==> config.mk <==
export PLATFORM = sky130hd
export DESIGN_NAME = bcd_time_counter
export DESIGN_NICKNAME = d
export VERILOG_FILES = /design/src/rtl/bcd_time_counter.sv
export SDC_FILE = /design/constraint.sdc
export NUM_CORES = 1
export LEC_CHECK = 0
export BUFFER_PORTS_ARGS = -buffer_cell sky130_fd_sc_hd__buf_4
export CORE_UTILIZATION = 35
export DETAILED_ROUTE_END_ITERATION = 8
export PLACE_DENSITY = 0.64
export SLEW_MARGIN = 20
export SYNTH_ARGS = -nofsm -noshare
export SYNTH_HDL_FRONTEND = slang
export SYNTH_SLANG_ARGS = --single-unit
==> constraint.sdc <==
create_clock -name clk -period 2.6 [get_ports clk]
set_input_delay 0.13 -clock clk [delete_from_list [all_inputs] [get_ports clk]]
set_output_delay 0.13 -clock clk [all_outputs]
set_load 0.05 [all_outputs]
==> src/rtl/bcd_time_counter.sv <==
// Centisecond time base plus 8-digit packed-BCD HH.MM.SS.cc up/down counter.
// Each BCD byte is advanced by one bcd_field instance; carries/borrows ripple cc -> hh.

module bcd_field #(
  parameter logic [7:0] MAX = 8'h99
) (
  input  logic [7:0] val,
  input  logic       down,
  input  logic       en,
  output logic [7:0] nxt
);
  always_comb begin
    nxt = val;
    if (en) begin
      if (!down) begin
        if (val == MAX)             nxt = 8'h00;
        else if (val[3:0] == 4'd9)  nxt = {val[7:4] + 4'd1, 4'd0};
        else                        nxt = {val[7:4], val[3:0] + 4'd1};
      end else begin
        if (val == 8'h00)           nxt = MAX;
        else if (val[3:0] == 4'd0)  nxt = {val[7:4] - 4'd1, 4'd9};
        else                        nxt = {val[7:4], val[3:0] - 4'd1};
      end
    end
  end
endmodule

module bcd_time_counter #(
  parameter int CLK_FREQ = 50_000_000,
  parameter int TICK_HZ  = 100
) (
  input  logic        clk,
  input  logic        rst_n,
  input  logic        start_stop,
  input  logic        clear,
  input  logic        load,
  input  logic        dir,
  input  logic [31:0] preset_data,
  output logic [31:0] time_data,
  output logic        running,
  output logic        expired,
  output logic        tick
);
  localparam int NUM_FIELDS = 4;
  localparam int DIV        = CLK_FREQ / TICK_HZ;
  localparam int PW         = $clog2(DIV);
  localparam logic [PW-1:0] PMAX = PW'(DIV - 1);

  typedef enum logic [1:0] {IDLE, RUN, PAUSE, EXPIRED} state_t;

  state_t  state;
  logic [PW-1:0] presc;
  logic    dir_q;

  logic [NUM_FIELDS-1:0][7:0] cur, cnt_nxt;
  logic [NUM_FIELDS-1:0]      carry;
  logic preset_ok, at_zero, fire;

  assign cur      = time_data;
  assign carry[0] = 1'b1;
  assign at_zero  = (time_data == 32'h0);
  assign fire     = (state == RUN) && (presc == PMAX);

  // Minute and second tens are capped at 5; every other nibble is plain decimal.
  always_comb begin
    preset_ok = (preset_data[23:20] <= 4'd5) && (preset_data[15:12] <= 4'd5);
    for (int n = 0; n < 8; n++)
      if (preset_data[n*4 +: 4] > 4'd9) preset_ok = 1'b0;
  end

  for (genvar i = 0; i < NUM_FIELDS; i++) begin : g_fld
    localparam logic [7:0] LMAX = (i == 1 || i == 2) ? 8'h59 : 8'h99;
    bcd_field #(.MAX(LMAX)) u_fld (
      .val  (cur[i]),
      .down (dir_q),
      .en   (carry[i]),
      .nxt  (cnt_nxt[i])
    );
    if (i < NUM_FIELDS - 1) begin : g_cy
      assign carry[i+1] = carry[i] & (dir_q ? (cur[i] == 8'h00) : (cur[i] == LMAX));
    end
  end

  always_ff @(posedge clk or negedge rst_n) begin
    if (!rst_n) begin
      state     <= IDLE;
      presc     <= '0;
      dir_q     <= 1'b0;
      time_data <= '0;
      running   <= 1'b0;
      expired   <= 1'b0;
      tick      <= 1'b0;
    end else begin
      tick <= 1'b0;
      if (clear) begin
        time_data <= '0;
        presc     <= '0;
        state     <= IDLE;
        running   <= 1'b0;
        expired   <= 1'b0;
      end else if (load && state != RUN && preset_ok) begin
        time_data <= preset_data;
        presc     <= '0;
        state     <= IDLE;
        running   <= 1'b0;
        expired   <= 1'b0;
      end else begin
        if (start_stop) begin
          case (state)
            IDLE, PAUSE: if (!(dir && at_zero)) begin
              state   <= RUN;
              running <= 1'b1;
              dir_q   <= dir;
            end
            RUN: begin
              state   <= PAUSE;
              running <= 1'b0;
            end
            default: ;
          endcase
        end
        // The edge that pauses still advances the prescaler, so a resume
        // waits exactly the remainder of the interrupted tick.
        if (state == RUN) begin
          if (fire) begin
            presc     <= '0;
            tick      <= 1'b1;
            time_data <= cnt_nxt;
            if (dir_q && cnt_nxt == '0) begin
              state   <= EXPIRED;
              running <= 1'b0;
              expired <= 1'b1;
            end
          end else begin
            presc <= presc + 1'b1;
          end
        end
      end
    end
  end
endmodule

==> out/metrics.csv, run 1 <==
metric,value,unit
outcome,"complete, but fails checks",
violated checks,negative setup slack,
final worst setup slack,-125,ps
hold path depth,3,
Hold Path Sink,dir_q$_DFFE_PN0P_,
Pwr Total,2.98,mW
CORE AREA,0.0146,mm^2
Tcrit/Tclk final,105,%
Initial DRC Count,687,
Final HPWL DP,13500,um
Crit Path Category,reg2reg,
Slew @ Worst Pin,806,ps
post-synth top area cell,dfrtp_1,
Worst Path Required,2830,ps
worst min-delay path class,in2reg,
final core utilization,50.9,%
Clock Latency Late Sink,350,ps
vias per inst,5.90,
TritonCTS clock tree,yes,
PwrDens,401,mW/mm^2
WHS,27.4,ps
"Data arrival, critical path",2950,ps
largest net degree at the start of global routing,58,
# DRC,0,
htree depth,3,
RSZ-0062 raised after global routing,yes,
antenna violations before repair,0,
XOR/XNOR share of the synthesized area,3.17,%
# fillers,1328,
CP bufs+invs,2,
grt total ovfl,0,
number of port buffers,72,
crit-path leading delay family,simple AND/OR/NAND/NOR gates,
#FFs+latches synth,57,
complex-gate fraction of the synthesized area,26.2,%
largest family of logic cells by synthesized area,simple AND/OR/NAND/NOR gates,
CP peak stage delay,520,ps
crit path max fanout,5,
post-synthesis mux area share,1.95,%
Root Driver,clkbuf_16,
Die Wd,124,um
drt pass-1 iters,5,
Critical path origin,time_data[0]$_DFFE_PN0P_,
vias in the first global route,5963,
post-synthesis sequential area ratio,27.2,%
Tmin final,2720,ps
Reg2Reg Setup Slack,-120,ps
maximum vdd drop,0.339,mV
P_leak,3.26,nW
asr flop ratio synth,100,%
post-synthesis net count,744,
Initial Util,36.0,%
post-route ant nets,0,
Final setup viols,4,
Hold Startpoint,dir,
Critical Path End Type,flop,
I/O pin total,73,
die footprint,0.0155,mm^2
clock slew at reported path FFs,50,ps
Syn Std Cell Area,0.00525,mm^2
Unique masters post-synth,80,
Critical Path Source Type,flop,
Total GRT Usage,23.8,%
Synth area leaders,"dfrtp_1 27%, ha_1 6.2%, nor2_1 6.1%",
final wirelength,18500,um
R2R Path End,running$_DFF_PN0_,
area growth from synthesis to layout,41.4,%
Max-Cap Viols,0,
routed len/inst,17.9,um
number of synthesis warnings,0,
critical-path cell list,clkinv_4 > ha_4 > nor3b_4 > buf_6 > nor3b_2 > or4_1 > nor3_2 > nand4_1 > nor4_2 > nand4_1 > o211a_1,
Final #Nets,912,
share of the synthesized area in the top cell type,27.2,%
Synth Area per Inst,7.72,um^2
Final Hold Viols,0,
Gate Count Post-Synth,680,
Crit-path slowest cell,or4_1,
Die H,124,um
Worst Clk Skew,10.2,ps
slew margin rel.,46.3,%
placer congestion estimate,0.981,
vias post-DR,6115,
Std-Cell Rows,44,
Post-Synth Adder-Cell Area,6.19,%
Ant. Diodes,0,
layout cells sized above 1,34.6,%
Post-synth EDFFs,0,
setup_tns,-368,ps
TritonCTS buffer count,9,
FF-to-FF path depth,11,
Post-Synth Simple-Gate Area,29.2,%
main flop type after synthesis,dfrtp_1,
cell mode on critical path,nand4_1,
Post-Place Setup Slack,-256,ps
reg-to-reg critical path startpoint,time_data[0]$_DFFE_PN0P_,
global-route wire length before repair,29900,um
Max Transition Viols Final,0,
Fmax,367,MHz
clock tree sinks,57,
clk buf depth,2,
[placed cells by master (no fill, tap or decap), types with 5 or more instances in the layout]
master / n
buf_4: 199
nor2_1: 84
nand2_1: 70
a21oi_1: 50
dfrtp_1: 41
o21ai_0: 32
ha_1: 21
nor3_1: 17
inv_1: 16
dfrtp_2: 16
a31oi_1: 14
nand4_1: 14
o211ai_1: 11
xor2_1: 11
nand3_1: 10
a211oi_1: 10
a311oi_1: 10
buf_6: 10
or3_1: 9
clkbuf_16: 9
xnor2_1: 8
mux2i_1: 8
nor2b_1: 7
and2_1: 7
nand2b_1: 7
and3b_1: 6
o21bai_1: 6
a22oi_1: 6
inv_2: 5
o31ai_1: 5
nor4_1: 5
o22ai_1: 5
[sequential cells by signal (all words and copies together), names as in the netlist]
signal     count
presc         19
dir_q          1
time_data     32
expired        1
tick           1
running        1
state          2
[cell type report]
| cell class | instances | area [um^2] | area share, % |
|---|---|---|---|
| clock inverter | 2 | 37.5 | 0.505 |
| tap | 184 | 230 | 3.10 |
| sequential | 57 | 1450 | 19.5 |
| timing repair buffer | 211 | 1640 | 22.0 |
| inverter | 23 | 93.8 | 1.26 |
| clock buffer | 13 | 260 | 3.50 |
| multi-input combinational | 546 | 3720 | 50.1 |
[logic make-up (layout without fill, tap and decap cells)]
| logic type | after synthesis | in the layout |
|---|---|---|
| adders and majority gates | 26 | 26 |
| xor gates and xnor gates | 19 | 19 |
| muxes | 10 | 10 |
| AOI/OAI and AO/OA | 203 | 203 |
| and+or+nand+nor | 288 | 288 |
| buffers and inverters | 77 | 249 |
| DFF | 57 | 57 |
[cells in the mapped netlist (4+ instances only)]
master / number
nor2_1: 85
nand2_1: 71
dfrtp_1: 57
a21oi_1: 50
clkbuf_1: 32
o21ai_0: 32
ha_1: 26
inv_1: 21
nor3_1: 19
buf_2: 16
a31oi_1: 14
nand4_1: 14
a211oi_1: 12
a311oi_1: 11
o211ai_1: 11
xor2_1: 11
nand3_1: 10
or3_1: 9
and2_1: 8
mux2i_1: 8
xnor2_1: 8
a22oi_1: 7
nand2b_1: 7
nor2b_1: 7
nor4_1: 7
and3b_1: 6
o21bai_1: 6
o31ai_1: 6
and3_1: 5
o22ai_1: 5
a221oi_1: 4
nand3b_1: 4
nor3b_1: 4
nor3b_2: 4
o21ai_1: 4
[where the power goes]
group / total (mW) / leakage [nW] / switching, mW / internal (mW)
sequential: 0.918 / 0.765 / 0.0178 / 0.900
combinational: 0.838 / 2.35 / 0.471 / 0.367
clock: 1.22 / 0.142 / 0.436 / 0.789
[repair_timing]
action / 4_1_cts / 5_1_grt
endpoints found under the setup margin: 10 / 21
pin swaps: 15 / 6
endpoints found under the hold margin: 57 / 0
gates resized for setup: 31 / 13
hold buffers: 1 / 0
buffers inserted: 24 / 0
[metrics by stage]
step / instances / area (um^2)
3_3_place_gp: 996 / 6750
6_report: 1036 / 7430
5_1_grt: 1036 / 7430
2_1_floorplan: 680 / 5380
4_1_cts: 1036 / 7360
3_5_place_dp: 996 / 6750
[layer usage]
metal / track usage [%] / up-vias / part of all wire (%)
li1: - / 2847 / -
met1: 31.0 / 2950 / 43
met2: 38.0 / 267 / 46
met3: 4.51 / 51 / 7.3
met4: 10.9 / 0 / 3.1
met5: 0 / - / 0
[worst max-delay path by stage]
stage	end	slack (ps)	cells past startpoint
after floorplan	running$_DFF_PN0_	-100	12
after global placement	running$_DFF_PN0_	-160	10
after detailed placement	running$_DFF_PN0_	-260	10
after CTS	running$_DFF_PN0_	-80	10
after global routing	running$_DFF_PN0_	-260	10
final	running$_DFF_PN0_	-120	11
[worst register-to-register path, stage by stage, from the launching register on]
cell,delay [ps]
dfrtp_2,420
clkinv_4,70
ha_4,150
nor3b_4,170
buf_6,130
nor3b_2,150
or4_1,520
nor3_2,130
nand4_1,150
nor4_2,320
nand4_1,210
o211a_1,180
(Power assumes the default switching activity.)
==> run 2: changes to the inputs <==
- SKIP_CTS_REPAIR_TIMING: unset -> 1
==> out/metrics.csv, run 2 (synthesis results as in run 1) <==
metric,value,unit,change
antenna violations before repair,0,,unchanged
Die H,124,um,unchanged
number of port buffers,72,,unchanged
final wirelength,18300,um,"was 18,500 um"
GRT met2 Usage,36.8,%,was 38.0%
Crit-path slowest cell,or4_4,,was or4_1
layout cells sized above 1,32.9,%,was 34.6%
RSZ-0062 raised after global routing,yes,,unchanged
worst min-delay path class,in2reg,,unchanged
Max-Cap Viols,0,,unchanged
met3 usage,4.38,%,was 4.51%
post-route ant nets,0,,unchanged
"Data arrival, critical path",2990,ps,was 2950 ps
violated checks,"design-rule violations, negative setup slack",,was negative setup slack
"commonest cells after routing, fill and taps aside","193 x buf_4, 84 x nor2_1, 70 x nand2_1",,"was 199 x buf_4, 84 x nor2_1, 70 x nand2_1"
PwrDens,399,mW/mm^2,was 401 mW/mm^2
Final #Nets,898,,was 912
number of flip-flops in the largest register,32,,unchanged
Die Wd,124,um,unchanged
Multi-input gate area,0.00371,mm^2,was 0.00372 mm^2
clock tree sinks,57,,unchanged
Crit Path Category,reg2reg,,unchanged
Worst Clk Skew,9.65,ps,was 10.2 ps
DP Cell Count,996,,unchanged
cell mode on critical path,nand4_1,,unchanged
I/O pin total,73,,unchanged
clk buf depth,2,,unchanged
Critical Path Source Type,flop,,unchanged
CP peak stage delay,540,ps,was 520 ps
grt total ovfl,0,,unchanged
critical-path cell list,inv_4 > ha_4 > nor3b_4 > buf_4 > nor2_4 > or4_4 > nor3_4 > nand4_1 > nor4_2 > nand4_1 > o211a_1,,was clkinv_4 > ha_4 > nor3b_4 > buf_6 > nor3b_2 > or4_1 > nor3_2 > nand4_1 > nor4_2 > nand4_1 > o211a_1
clock slew at reported path FFs,50,ps,about the same
htree depth,3,,unchanged
slew margin rel.,45.8,%,was 46.3%
vias in the first global route,5786,,"was 5,963"
"commonest non-fill, non-tap cell in the layout",buf_4,,unchanged
setup_tns,-437,ps,was -368 ps
placer congestion estimate,0.981,,unchanged
Hold Startpoint,dir,,unchanged
GRT Max-Usage Layer,met2,,unchanged
sequential cell area,0.00145,mm^2,unchanged
Total GRT Usage,23.3,%,was 23.8%
Tmin final,2760,ps,was 2720 ps
final worst setup slack,-165,ps,was -125 ps
CORE AREA,0.0146,mm^2,unchanged
vias per inst,5.88,,was 5.90
# DRC,1,,was 0
outcome,"complete, but fails checks",,unchanged
drt pass-1 iters,7,,was 5
vias post-DR,6014,,"was 6,115"
largest net degree at the start of global routing,58,,unchanged
crit path max fanout,6,,was 5
Ant. Diodes,0,,unchanged
P_leak,3.17,nW,was 3.26 nW
global-route wire length before repair,29300,um,"was 29,900 um"
Clock Latency Late Sink,340,ps,was 350 ps
GRT met1 Usage,30.6,%,was 31.0%
routed len/inst,17.9,um,about the same
Top Registers,"time_data (32), presc (19), state (2)",,unchanged
Post-Place Setup Slack,-256,ps,unchanged
die footprint,0.0155,mm^2,unchanged
TritonCTS buffer count,9,,unchanged
maximum vdd drop,0.313,mV,was 0.339 mV
Max Transition Viols Final,0,,unchanged
Std-Cell Rows,44,,unchanged
Fmax,362,MHz,was 367 MHz
Worst Path Required,2830,ps,about the same
Biggest register,time_data,,unchanged
Final HPWL DP,13500,um,unchanged
# fillers,1334,,"was 1,328"
Initial DRC Count,541,,was 687
Critical path origin,time_data[1]$_DFFE_PN0P_,,was time_data[0]$_DFFE_PN0P_
Slew @ Worst Pin,813,ps,was 806 ps
Layout Cells excl Fill,1022,,"was 1,036"
Final Hold Viols,0,,unchanged
Root Driver,clkbuf_16,,unchanged
Initial Util,36.0,%,unchanged
Tcrit/Tclk final,106,%,was 105%
Final setup viols,3,,was 4
reg-to-reg critical path startpoint,time_data[1]$_DFFE_PN0P_,,was time_data[0]$_DFFE_PN0P_
area growth from synthesis to layout,38.6,%,was 41.4%
Critical Path End Type,flop,,unchanged
TritonCTS clock tree,yes,,unchanged
run 2: metrics by stage:
step | hold WS, ps | total power [mW] | util [%] | cell area, um^2
final | 29.3 | 2.90 | 49.9 | 7280
after global routing | 39.9 | 3.02 | 49.9 | 7280
after CTS | -89.3 | 2.87 | 48.3 | 7050
after detailed placement | 274 | 1.64 | 46.3 | 6750
after global placement | 267 | 1.63 | 46.3 | 6750
after floorplan | -166 | 1.36 | - | 5380
run 2: per-layer routing:
metal	part of all wire, %	routed length (um)	up-vias
li1	-	-	2823
met1	43	7960	2863
met2	46	8370	283
met3	7.5	1380	45
met4	3.2	592	0
met5	0	0	-
run 2: final timing paths:
check	to	slack (ps)	depth (start not counted)
min reg2reg	presc[18]$_DFFE_PN0P_	540	2
max	running$_DFF_PN0_	-160	11
min	dir_q$_DFFE_PN0P_	30	3
max in group asynchronous	time_data[1]$_DFFE_PN0P_	1580	2
max reg2reg	running$_DFF_PN0_	-160	11
min in group asynchronous	time_data[21]$_DFFE_PN0P_	420	2
run 2: cell type report:
class	count	area share, %
Sequential cell	57	19.9
Tap cell	184	3.16
Inverter	23	1.29
Timing Repair Buffer	197	20.6
Multi-Input combinational cell	546	50.9
Clock inverter	2	0.516
Clock buffer	13	3.58
run 2: worst max-delay path, delay by kind of cell, from the launching register on:
| kind | cells | cell delay (ps) |
|---|---|---|
| DFF | 1 | 440 |
| and+or+nand+nor | 7 | 1640 |
| buffers and inverters | 2 | 260 |
| adders and majority gates | 1 | 120 |
| AOI/OAI and AO/OA | 1 | 180 |
run 2: where the power goes:
group	total [mW]	internal (mW)	switching, mW
combinational	0.767	0.316	0.451
sequential	0.918	0.900	0.0179
clock	1.22	0.788	0.428
==> run 3: changes to the inputs <==
- CORE_UTILIZATION: 35 -> 53
- PLACE_DENSITY: 0.64 -> 0.86
- SKIP_CTS_REPAIR_TIMING: 1 -> unset
- TNS_END_PERCENT: unset -> 20
==> out/metrics.csv, run 3 (synthesis results as in run 1) <==
metric,value,unit,change
hold path depth,3,,unchanged
Final HPWL DP,13200,um,"was 13,500 um"
die footprint,0.0103,mm^2,was 0.0155 mm^2
slew margin rel.,48.2,%,was 45.8%
TritonCTS clock tree,yes,,unchanged
Fmax,360,MHz,was 362 MHz
Critical Path Source Type,flop,,unchanged
clk buf depth,2,,unchanged
sequential group share of total power,33.4,%,was 31.7%
number of flip-flops in the largest register,32,,unchanged
Worst Clk Skew,12.8,ps,was 9.65 ps
Initial DRC Count,536,,was 541
DP Area,0.00669,mm^2,was 0.00675 mm^2
"commonest non-fill, non-tap cell in the layout",buf_4,,unchanged
Std-Cell Rows,35,,was 44
Final setup viols,4,,was 3
RSZ-0062 raised after global routing,yes,,unchanged
CORE AREA,0.00942,mm^2,was 0.0146 mm^2
met2 WL post-DR,8790,um,was 8370 um
Root Driver,clkbuf_8,,was clkbuf_16
reg-to-reg critical path startpoint,time_data[17]$_DFFE_PN0P_,,was time_data[1]$_DFFE_PN0P_
Clk pwr share,36.7,%,was 41.9%
area growth from synthesis to layout,37.1,%,was 38.6%
P_leak,3.16,nW,was 3.17 nW
sequential cell area,0.00145,mm^2,unchanged
Hold Path Sink,time_data[0]$_DFFE_PN0P_,,was dir_q$_DFFE_PN0P_
met3 routed WL,1530,um,was 1380 um
Die Wd,102,um,was 124 um
# DRC,0,,was 1
layout cells sized above 1,33.8,%,was 32.9%
Hold Startpoint,preset_data[0],,was dir
placer congestion estimate,1.01,,was 0.981
"Data arrival, critical path",3030,ps,was 2990 ps
grt total ovfl,0,,unchanged
R2R Path End,running$_DFF_PN0_,,unchanged
Critical Path End Type,flop,,unchanged
Final #Nets,901,,was 898
Initial Util,55.8,%,was 36.0%
worst min-delay path class,in2reg,,unchanged
htree depth,3,,unchanged
Multi-input gate area,0.00373,mm^2,was 0.00371 mm^2
highest routed layer,met4,,unchanged
# fillers,688,,"was 1,334"
setup_tns,-515,ps,was -437 ps
sw power,0.948,mW,was 0.897 mW
Slew @ Worst Pin,777,ps,was 813 ps
vias per inst,6.28,,was 5.88
crit path max fanout,3,,was 6
drt pass-1 iters,5,,was 7
PwrDens,382,mW/mm^2,was 399 mW/mm^2
I/O pin total,73,,unchanged
final worst setup slack,-175,ps,was -165 ps
Worst Path Required,2850,ps,was 2830 ps
Sw Share,34.5,%,was 30.9%
Biggest register,time_data,,unchanged
Crit Path Category,reg2reg,,unchanged
maximum vdd drop,0.281,mV,was 0.313 mV
WHS,11.0,ps,was 29.3 ps
vias post-DR,6096,,"was 6,014"
clock slew at reported path FFs,80,ps,was 50 ps
final wirelength,18300,um,about the same
Die H,102,um,was 124 um
Max-Cap Viols,0,,unchanged
global-route wire length before repair,29000,um,"was 29,300 um"
FF-to-FF path depth,10,,was 11
clock tree sinks,57,,unchanged
violated checks,negative setup slack,,"was design-rule violations, negative setup slack"
largest net degree at the start of global routing,58,,unchanged
Final Hold Viols,0,,unchanged
post-route ant nets,0,,unchanged
Gate power share,29.9,%,was 26.4%
Tmin final,2780,ps,was 2760 ps
number of port buffers,72,,unchanged
Pwr Total,2.75,mW,was 2.90 mW
antenna violations before repair,0,,unchanged
Max Transition Viols Final,0,,unchanged
routed len/inst,18.9,um,was 17.9 um
Pint,1.80,mW,was 2.00 mW
outcome,"complete, but fails checks",,unchanged
Top Registers,"time_data (32), presc (19), state (2)",,unchanged
Clock Latency Late Sink,370,ps,was 340 ps
"commonest cells after routing, fill and taps aside","195 x buf_4, 84 x nor2_1, 71 x nand2_1",,"was 193 x buf_4, 84 x nor2_1, 70 x nand2_1"
TritonCTS buffer count,9,,unchanged
Finished Cell Area,0.00720,mm^2,was 0.00728 mm^2
Ant. Diodes,0,,unchanged
Reg2Reg Setup Slack,-180,ps,was -160 ps
Total GRT Usage,36.3,%,was 23.3%
vias in the first global route,5849,,"was 5,786"
DP Cell Count,941,,was 996
Tcrit/Tclk final,107,%,was 106%
M1 WL,7500,um,was 7960 um
Layout Cells excl Fill,971,,"was 1,022"
==> run 3: repair_timing <==
action                                  in CTS  in global routing
endpoints found under the hold margin       57                  0
endpoints found under the setup margin      10                 37
buffers inserted                             6                  8
resized for setup                           10                 27
hold buffers                                 1                  0
pin swaps                                    5                 17
gates cloned                                 0                  0
==> run 3: how the worst max path moves through the flow <==
stage | to | cells past startpoint | from
floorplan | running$_DFF_PN0_ | 12 | time_data[0]$_DFFE_PN0P_
global placement | running$_DFF_PN0_ | 10 | time_data[1]$_DFFE_PN0P_
detailed placement | running$_DFF_PN0_ | 10 | time_data[1]$_DFFE_PN0P_
CTS | running$_DFF_PN0_ | 10 | time_data[13]$_DFFE_PN0P_
global route | running$_DFF_PN0_ | 12 | time_data[17]$_DFFE_PN0P_
finish | running$_DFF_PN0_ | 10 | time_data[17]$_DFFE_PN0P_
==> run 3: through the flow <==
step	setup slack, ps	util, %
floorplan	-102	-
global placement	-141	71.1
detailed placement	-279	71.1
CTS	-149	74.4
global route	-278	76.4
finish	-175	76.4
==> run 3: worst max-delay path, cell delays in order (launching register included) <==
cell and delay (ps):
dfrtp_2 410, inv_1 110, ha_1 230, nand4bb_1 190
or3_1 390, a21oi_1 170, a31oi_1 100, or3_1 420
a211oi_4 270, nand4_1 200, o211a_1 190
==> run 3: per-layer routing <==
layer,track usage (%),vias up
met2,59.4,344
met1,48.0,2874
met4,16.3,0
met5,0,-
li1,-,2829
met3,4.62,49
==> run 3: area by class of cell <==
cell class	instances	share of cell area, %
multi-input combinational	546	51.8
timing repair buffer	200	21.3
sequential	57	20.1
tap	129	2.24
clock buffer	9	1.72
clock inverter	7	1.43
inverter	23	1.34
==> run 3: power by group through the flow <==
stage	Combinational [mW]	Sequential, mW	Clock (mW)
after floorplan	0.423	0.940	0
after global placement	0.702	0.933	0
after global routing	0.876	0.919	1.04
after detailed placement	0.715	0.934	0
final	0.822	0.918	1.01
after CTS	0.740	0.917	1.01
